**src/rtl/axis_video_if.sv**
```systemverilog
// AXI4-Stream video beat bundle: pixel data plus line/frame markers and handshake.
interface axis_video_if #(
  parameter int DATA_WIDTH = 8
);
  logic [DATA_WIDTH-1:0] tdata;
  logic                  tvalid;
  logic                  tlast;
  logic                  tuser;
  logic                  tready;

  modport master (output tdata, output tvalid, output tlast, output tuser, input tready);
  modport slave  (input tdata, input tvalid, input tlast, input tuser, output tready);
endinterface

```
**src/rtl/axis_video_source.sv**
```systemverilog
// Test-pattern video frame generator on AXI4-Stream; first beat one cycle after start.
// All beat outputs registered; a stalled beat holds until m_axis.tready accepts it.
module axis_video_source #(
  parameter int DATA_WIDTH   = 8,
  parameter int FRAME_WIDTH  = 640,
  parameter int FRAME_HEIGHT = 512,
  parameter int LINE_GAP     = 0,
  parameter int FRAME_GAP    = 0
) (
  input  logic                  clk,
  input  logic                  rst_n,
  input  logic                  start,
  input  logic                  continuous,
  input  logic                  stop,
  input  logic [1:0]            pattern_sel,
  input  logic [DATA_WIDTH-1:0] const_value,
  axis_video_if.master          m_axis,
  output logic                  busy,
  output logic                  frame_done
);
  localparam int HW  = (FRAME_WIDTH > 1) ? $clog2(FRAME_WIDTH) : 1;
  localparam int VW  = (FRAME_HEIGHT > 1) ? $clog2(FRAME_HEIGHT) : 1;
  localparam int LGW = $clog2(LINE_GAP) + 1;
  localparam int FGW = $clog2(FRAME_GAP) + 1;

  typedef enum logic [1:0] {S_IDLE, S_ACTIVE, S_LINE_GAP, S_FRAME_GAP} state_t;

  state_t                state, state_nxt;
  logic [HW-1:0]         hcnt, hcnt_nxt;
  logic [VW-1:0]         vcnt, vcnt_nxt;
  logic [LGW-1:0]        lg_cnt;
  logic [FGW-1:0]        fg_cnt;
  logic [1:0]            pat_q, pat_use;
  logic [DATA_WIDTH-1:0] cval_q, cval_use;
  logic                  stop_pend;
  logic                  tvalid_q, tlast_q, tuser_q;
  logic [DATA_WIDTH-1:0] tdata_q;
  logic                  fire, line_end, frame_end, keep_going, relatch, load_beat;

  function automatic logic [DATA_WIDTH-1:0] pixel(input logic [1:0] pat,
                                                   input logic [DATA_WIDTH-1:0] cval,
                                                   input logic [HW-1:0] h,
                                                   input logic [VW-1:0] v);
    case (pat)
      2'd0:    pixel = DATA_WIDTH'(h);
      2'd1:    pixel = DATA_WIDTH'(v);
      2'd2:    pixel = {DATA_WIDTH{1'(h >> 3) ^ 1'(v >> 3)}};
      default: pixel = cval;
    endcase
  endfunction

  assign fire       = tvalid_q && m_axis.tready;
  assign line_end   = (hcnt == HW'(FRAME_WIDTH - 1));
  assign frame_end  = fire && line_end && (vcnt == VW'(FRAME_HEIGHT - 1));
  // A stop seen in the same cycle as the frame boundary still counts as pending.
  assign keep_going = continuous && !(stop_pend || stop);

  always_comb begin
    state_nxt = state;
    hcnt_nxt  = hcnt;
    vcnt_nxt  = vcnt;
    relatch   = 1'b0;
    case (state)
      S_IDLE: begin
        if (start) begin
          state_nxt = S_ACTIVE;
          relatch   = 1'b1;
        end
      end
      S_ACTIVE: begin
        if (fire) begin
          if (!line_end) begin
            hcnt_nxt = hcnt + 1'b1;
          end else begin
            hcnt_nxt = '0;
            if (frame_end) begin
              vcnt_nxt = '0;
              if (FRAME_GAP > 0) begin
                state_nxt = S_FRAME_GAP;
              end else if (keep_going) begin
                relatch = 1'b1;
              end else begin
                state_nxt = S_IDLE;
              end
            end else begin
              vcnt_nxt = vcnt + 1'b1;
              if (LINE_GAP > 0) state_nxt = S_LINE_GAP;
            end
          end
        end
      end
      S_LINE_GAP: begin
        if (lg_cnt == '0) state_nxt = S_ACTIVE;
      end
      S_FRAME_GAP: begin
        if (fg_cnt == '0) begin
          if (keep_going) begin
            state_nxt = S_ACTIVE;
            relatch   = 1'b1;
          end else begin
            state_nxt = S_IDLE;
          end
        end
      end
      default: state_nxt = S_IDLE;
    endcase
  end

  // The beat register is reloaded when entering ACTIVE or after an accepted beat.
  assign load_beat = (state_nxt == S_ACTIVE) && ((state != S_ACTIVE) || fire);
  assign pat_use   = relatch ? pattern_sel : pat_q;
  assign cval_use  = relatch ? const_value : cval_q;

  always_ff @(posedge clk or negedge rst_n) begin
    if (!rst_n) begin
      state      <= S_IDLE;
      hcnt       <= '0;
      vcnt       <= '0;
      lg_cnt     <= '0;
      fg_cnt     <= '0;
      pat_q      <= '0;
      cval_q     <= '0;
      stop_pend  <= 1'b0;
      frame_done <= 1'b0;
      tvalid_q   <= 1'b0;
      tlast_q    <= 1'b0;
      tuser_q    <= 1'b0;
      tdata_q    <= '0;
    end else begin
      state      <= state_nxt;
      hcnt       <= hcnt_nxt;
      vcnt       <= vcnt_nxt;
      stop_pend  <= (state_nxt == S_IDLE) ? 1'b0 : (stop_pend | stop);
      frame_done <= frame_end;
      if (relatch) begin
        pat_q  <= pattern_sel;
        cval_q <= const_value;
      end
      if (state_nxt == S_LINE_GAP && state != S_LINE_GAP) lg_cnt <= LGW'(LINE_GAP - 1);
      else if (state == S_LINE_GAP)                      lg_cnt <= lg_cnt - 1'b1;
      if (state_nxt == S_FRAME_GAP && state != S_FRAME_GAP) fg_cnt <= FGW'(FRAME_GAP - 1);
      else if (state == S_FRAME_GAP)                       fg_cnt <= fg_cnt - 1'b1;
      if (load_beat) begin
        tvalid_q <= 1'b1;
        tdata_q  <= pixel(pat_use, cval_use, hcnt_nxt, vcnt_nxt);
        tlast_q  <= (hcnt_nxt == HW'(FRAME_WIDTH - 1));
        tuser_q  <= (hcnt_nxt == '0) && (vcnt_nxt == '0);
      end else if (state_nxt != S_ACTIVE) begin
        tvalid_q <= 1'b0;
        tlast_q  <= 1'b0;
        tuser_q  <= 1'b0;
      end
    end
  end

  assign busy          = (state != S_IDLE);
  assign m_axis.tvalid = tvalid_q;
  assign m_axis.tdata  = tdata_q;
  assign m_axis.tlast  = tlast_q;
  assign m_axis.tuser  = tuser_q;
endmodule

```
**src/flat_wrapper.sv**
```systemverilog
// flat-port wrapper written by rule: the top's interface ports become plain ports
module axis_video_source_flat 
#(
  parameter int DATA_WIDTH   = 8,
  parameter int FRAME_WIDTH  = 640,
  parameter int FRAME_HEIGHT = 512,
  parameter int LINE_GAP     = 0,
  parameter int FRAME_GAP    = 0
)
  (clk, rst_n, start, continuous, stop, pattern_sel, const_value, busy, frame_done, m_axis_tdata, m_axis_tvalid, m_axis_tlast, m_axis_tuser, m_axis_tready);
  axis_video_if #(.DATA_WIDTH(DATA_WIDTH)) m_axis_i ();
  input  logic clk;
  input  logic rst_n;
  input  logic start;
  input  logic continuous;
  input  logic stop;
  input  logic [1:0] pattern_sel;
  input  logic [DATA_WIDTH-1:0] const_value;
  output logic busy;
  output logic frame_done;
  output wire logic [$bits(m_axis_i.tdata)-1:0] m_axis_tdata;
  output wire logic [$bits(m_axis_i.tvalid)-1:0] m_axis_tvalid;
  output wire logic [$bits(m_axis_i.tlast)-1:0] m_axis_tlast;
  output wire logic [$bits(m_axis_i.tuser)-1:0] m_axis_tuser;
  input wire logic [$bits(m_axis_i.tready)-1:0] m_axis_tready;
  assign m_axis_tdata = m_axis_i.tdata;
  assign m_axis_tvalid = m_axis_i.tvalid;
  assign m_axis_tlast = m_axis_i.tlast;
  assign m_axis_tuser = m_axis_i.tuser;
  assign m_axis_i.tready = m_axis_tready;
  axis_video_source #(.DATA_WIDTH(DATA_WIDTH), .FRAME_WIDTH(FRAME_WIDTH), .FRAME_HEIGHT(FRAME_HEIGHT), .LINE_GAP(LINE_GAP), .FRAME_GAP(FRAME_GAP)) u_core (.clk(clk), .rst_n(rst_n), .start(start), .continuous(continuous), .stop(stop), .pattern_sel(pattern_sel), .const_value(const_value), .m_axis(m_axis_i), .busy(busy), .frame_done(frame_done));
endmodule
```
**config.mk**
```make
export PLATFORM = sky130hd
export DESIGN_NAME = axis_video_source_flat
export DESIGN_NICKNAME = d
export VERILOG_FILES = /design/src/rtl/axis_video_if.sv /design/src/rtl/axis_video_source.sv /design/src/flat_wrapper.sv
export SDC_FILE = /design/constraint.sdc
export NUM_CORES = 1
export LEC_CHECK = 0
export ABC_CLOCK_PERIOD_IN_PS = 4200
export BUFFER_PORTS_ARGS = -buffer_cell sky130_fd_sc_hd__buf_2
export CORE_UTILIZATION = 51
export DETAILED_ROUTE_END_ITERATION = 8
export GPL_TIMING_DRIVEN = 0
export MAX_ROUTING_LAYER = met4
export PLACE_DENSITY = 0.71
export SLEW_MARGIN = 5
export SYNTH_ARGS = -nofsm -noshare
export SYNTH_HDL_FRONTEND = slang
export SYNTH_SLANG_ARGS = --single-unit
```
**constraint.sdc**
```tcl
create_clock -name clk -period 4.2 [get_ports clk]
set_input_delay 0.42 -clock clk [delete_from_list [all_inputs] [get_ports clk]]
set_output_delay 0.42 -clock clk [all_outputs]
set_load 0.01 [all_outputs]
```
==> flow_summary_export.csv <==
group,metric,value,unit
outcome,status,"complete, no violations",
drt,num_vias,2231,
cells_and_area,layout-drive-gt1-share,24.2,%
worst_setup_path,criticalPathCategory,"flip-flop to flip-flop",
power_and_ir_drop,leakagePower,0.00136,µW
cells_and_area,nets,324,
timing,rsz0062_at_grt,"false",
worst_hold_path,min-delay-path-class,"input pin to async pin",
worst_setup_path,r2r_slack,900,ps
synth,syn_inst,270,
timing,slew_viol_final,0,
worst_setup_path,endpoint_kind,"flip-flop",
clock_network,clockBufferDepth,2,
place,place_hpwl,4.54,mm
synth,synth_ff_type,"dfrtp_1",
cells_and_area,num_antenna_cells,0,
floorplanning,dieArea,5650,µm²
timing,period_share,78.6,%
timing,final.min_clock_period,3300,ps
floorplanning,coreArea,5140,µm²
timing,setup_violations,0,
timing,fmax,303,MHz
power_and_ir_drop,clkPwrFrac,33.6,%
synth,ys_ff_latch,46,
clock_network,clkLatencyLatePin,300,ps
worst_setup_path,critPathMaxFanout,9,
drt,avgRoutedWirePerCell,16.5,µm
synth,avgSynthCellArea,10.1,µm²
clock_network,clk_pin_slew,90,ps
drt,detail-route-antenna-nets,0,
clock_network,ctsResizeCount,0,
place,post_dp_cell_area,2960,µm²
clock_network,cts_made_buffers,5,
synth,synthTopCellsByArea,"dfrtp_1 42%, mux2_2 4.5%, nand2_1 4.3%",
worst_setup_path,critical_path.max_stage_delay,470,ps
clock_network,cts_root_buffer,"clkbuf_8",
worst_setup_path,r2r_start,"u_core.vcnt[3]",
power_and_ir_drop,switchingPower,363,µW
timing,worst_pin_slew,1020,ps
synth,synthArstFlopShare,100,%
synth,yosys.area.top_type_share,42.2,%
synth,yosysTopAreaCell,"dfrtp_1",
timing,relSlewSlack,32.2,%
synth,synth_area,2730,µm²
drt,drcViolationCount,0,
power_and_ir_drop,p_int,859,µW
global_routing,overflow,0,
power_and_ir_drop,power_frac_comb,21.4,%
global_routing,grt_max_degree,47,
clock_network,ctsHoldBuffers,0,
clock_network,tritoncts,"built",
worst_setup_path,worst_r2r_endpoint,"u_core.m_axis.tdata[0]",
synth,seq_area_frac_synth,42.2,%
worst_setup_path,crit_slowest_cell,"or4_4",
worst_setup_path,worstSetupStartpointType,"flip-flop",
timing,hold_ws,288,ps
clock_network,htreeDepth,2,
power_and_ir_drop,ir_worst_vdd,0.257,mV
synth,ys_types,68,
job,drv_cap,0,
floorplanning,initial_core_util,53.1,%
cells_and_area,final_cell_area,3100,µm²
timing,hold_viol,0,
timing,skew,8.71,ps
drt,firstDrtPassIters,4,
place,globalplace.congestion,0.913,
power_and_ir_drop,finalPower,1220,µW
floorplanning,die-width,75.2,µm
power_and_ir_drop,sw_frac_of_total,29.7,%
global_routing,grt_pass1_vias,2108,
global_routing,grt_pass1_wl,10.2,mm
power_and_ir_drop,p_seq_share,45.1,%
cells_and_area,area_growth,13.6,%
worst_setup_path,crit_top_cell,"nand3_1",
worst_setup_path,cp_top_family,"compound AO/OA/AOI/OAI gates",
floorplanning,die_h,75.2,µm
worst_setup_path,crit_chain,"clkbuf_1 -> nand3_1 -> nor2_1 -> ha_1 -> nand3_1 -> or4_4 -> clkinv_4 -> a31oi_4 -> a21oi_4 -> inv_4 -> a2111oi_2 -> a221o_1",
cells_and_area,fin_cells,376,
global_routing,antenna_found_initial,0,
global_routing,grt_util_all_layers,25.3,%
cells_and_area,fill_cells,462,
floorplanning,ioPinCount,29,
clock_network,post-cts-setup-buffers,0,
place,numPortBuffers,28,
drt,routed_wl,6.21,mm
drt,first_iter_violations,158,
place,placed_cells,368,
synth,yosys_warnings,0,
floorplanning,rows,26,
timing,fin_tns_setup,0,ps
worst_setup_path,crit_arrival,3540,ps
power_and_ir_drop,p_per_area,394,nW/µm²
synth,synth_edf_count,0,
worst_setup_path,critPathBufInv,3,
clock_network,cts.sinks,46,
drt,avgViaCountPerCell,5.93,
worst_setup_path,required,4430,ps
synth,syn_nets,289,
worst_setup_path,r2r_cells,12,
layer usage:
layer / routed length (µm) / global-route usage (%) / vias up
met4: 142 / 10.7 / 0
met5: 0 / - / -
met3: 231 / 3.21 / 13
met1: 2900 / 34.6 / 1064
li1: - / - / 1087
met2: 2940 / 37.9 / 67
registers in the layout (all words and copies together) (netlist names):
register,cells
u_core.m_axis.tlast,1
u_core.frame_done,1
u_core.fg_cnt,1
u_core.pat_q,2
u_core.m_axis.tvalid,1
u_core.stop_pend,1
u_core.hcnt,10
u_core.vcnt,9
u_core.m_axis.tuser,1
u_core.m_axis.tdata,8
u_core.lg_cnt,1
u_core.state,2
u_core.cval_q,8
worst reg2reg max path, stage by stage (launching register included):
cell and delay [ps]:
dfrtp_1 330, clkbuf_1 350, nand3_1 240, nor2_1 160
ha_1 310, nand3_1 100, or4_4 470, clkinv_4 100
a31oi_4 150, a21oi_4 330, inv_4 100, a2111oi_2 430
a221o_1 180
worst max path at each step:
stage / startpoint / to / slack [ps] / depth (start not counted)
2_1_floorplan: u_core.vcnt[3] / u_core.m_axis.tdata[3] / 1400 / 12
3_3_place_gp: u_core.vcnt[3] / u_core.m_axis.tdata[0] / 910 / 12
6_report: u_core.vcnt[3] / u_core.m_axis.tdata[0] / 900 / 12
4_1_cts: u_core.vcnt[3] / u_core.m_axis.tdata[0] / 900 / 12
5_1_grt: u_core.vcnt[3] / u_core.m_axis.tdata[0] / 620 / 12
3_5_place_dp: u_core.vcnt[3] / u_core.m_axis.tdata[0] / 960 / 12
power by group through the flow:
| stage | clock network, µW | logic (µW) | registers (µW) |
|---|---|---|---|
| 6_report | 410 | 261 | 550 |
| 5_1_grt | 431 | 292 | 558 |
| 4_1_cts | 415 | 260 | 549 |
| 3_5_place_dp | 0 | 259 | 556 |
| 3_3_place_gp | 0 | 252 | 554 |
| 2_1_floorplan | 0 | 164 | 556 |
area by class of cell:
cell class	instances	area, µm²	area share (%)
plain buffers	10	53.8	1.74
flip-flops and latches	46	1150	37.1
clock buffers	6	82.6	2.66
repair buffers	28	140	4.52
clock inverters	2	60.1	1.94
inverters	7	33.8	1.09
well taps	70	87.6	2.82
multi-input cells	207	1490	48.1
per-stage QoR:
stage	util, %	setup WS (ps)
finish	60.3	897
CTS	60.3	899
global route	60.3	615
floorplan	-	1400
detailed placement	57.5	956
global placement	57.5	913
cells in the mapped netlist, types with 2 or more instances:
cell type,count
a211o_1,2
xnor2_1,3
nand4_1,4
a21oi_1,9
and3_1,3
o22a_1,2
o31ai_2,2
nor3_1,11
dfrtp_1,46
ha_1,3
buf_2,3
o221ai_1,3
a32o_1,3
nor3b_1,4
a2bb2oi_1,2
nor4_1,5
nor2_1,15
a211oi_1,3
o21a_1,2
inv_1,4
nor2b_1,4
or2_2,6
or3_1,5
xor2_1,3
o21ai_0,7
a21boi_0,2
mux2_2,11
clkbuf_1,3
nand2_1,31
nand2b_1,6
nand3b_1,3
nand3_1,9
o31ai_1,5
mux2i_1,9
or4_1,4
cell usage in the layout (no fill, tap or decap), types with 4 or more instances in the layout:
cell	n
a21oi_1	9
o31ai_1	5
nand3_1	9
nor2b_1	4
or4_1	4
dfrtp_1	46
nor3_1	11
nor2_1	15
nand4_1	4
nor4_1	5
inv_1	4
mux2i_1	9
or2_2	6
clkbuf_8	6
nor3b_1	4
o21ai_0	7
or3_1	5
nand2_1	31
nand2b_1	6
buf_2	31
mux2_2	11
logic make-up after synthesis:
logic type | after synthesis | synth area share [%]
flip-flops | 46 | 42.2
AO/OA/AOI/OAI | 57 | 17.2
XOR/XNOR | 6 | 1.93
AND/OR/NAND/NOR | 121 | 26.3
adder cells (fa/ha/maj) | 3 | 1.38
multiplexers | 20 | 7.84
buffers and inverters | 17 | 3.21
(Power assumes the default switching activity.)
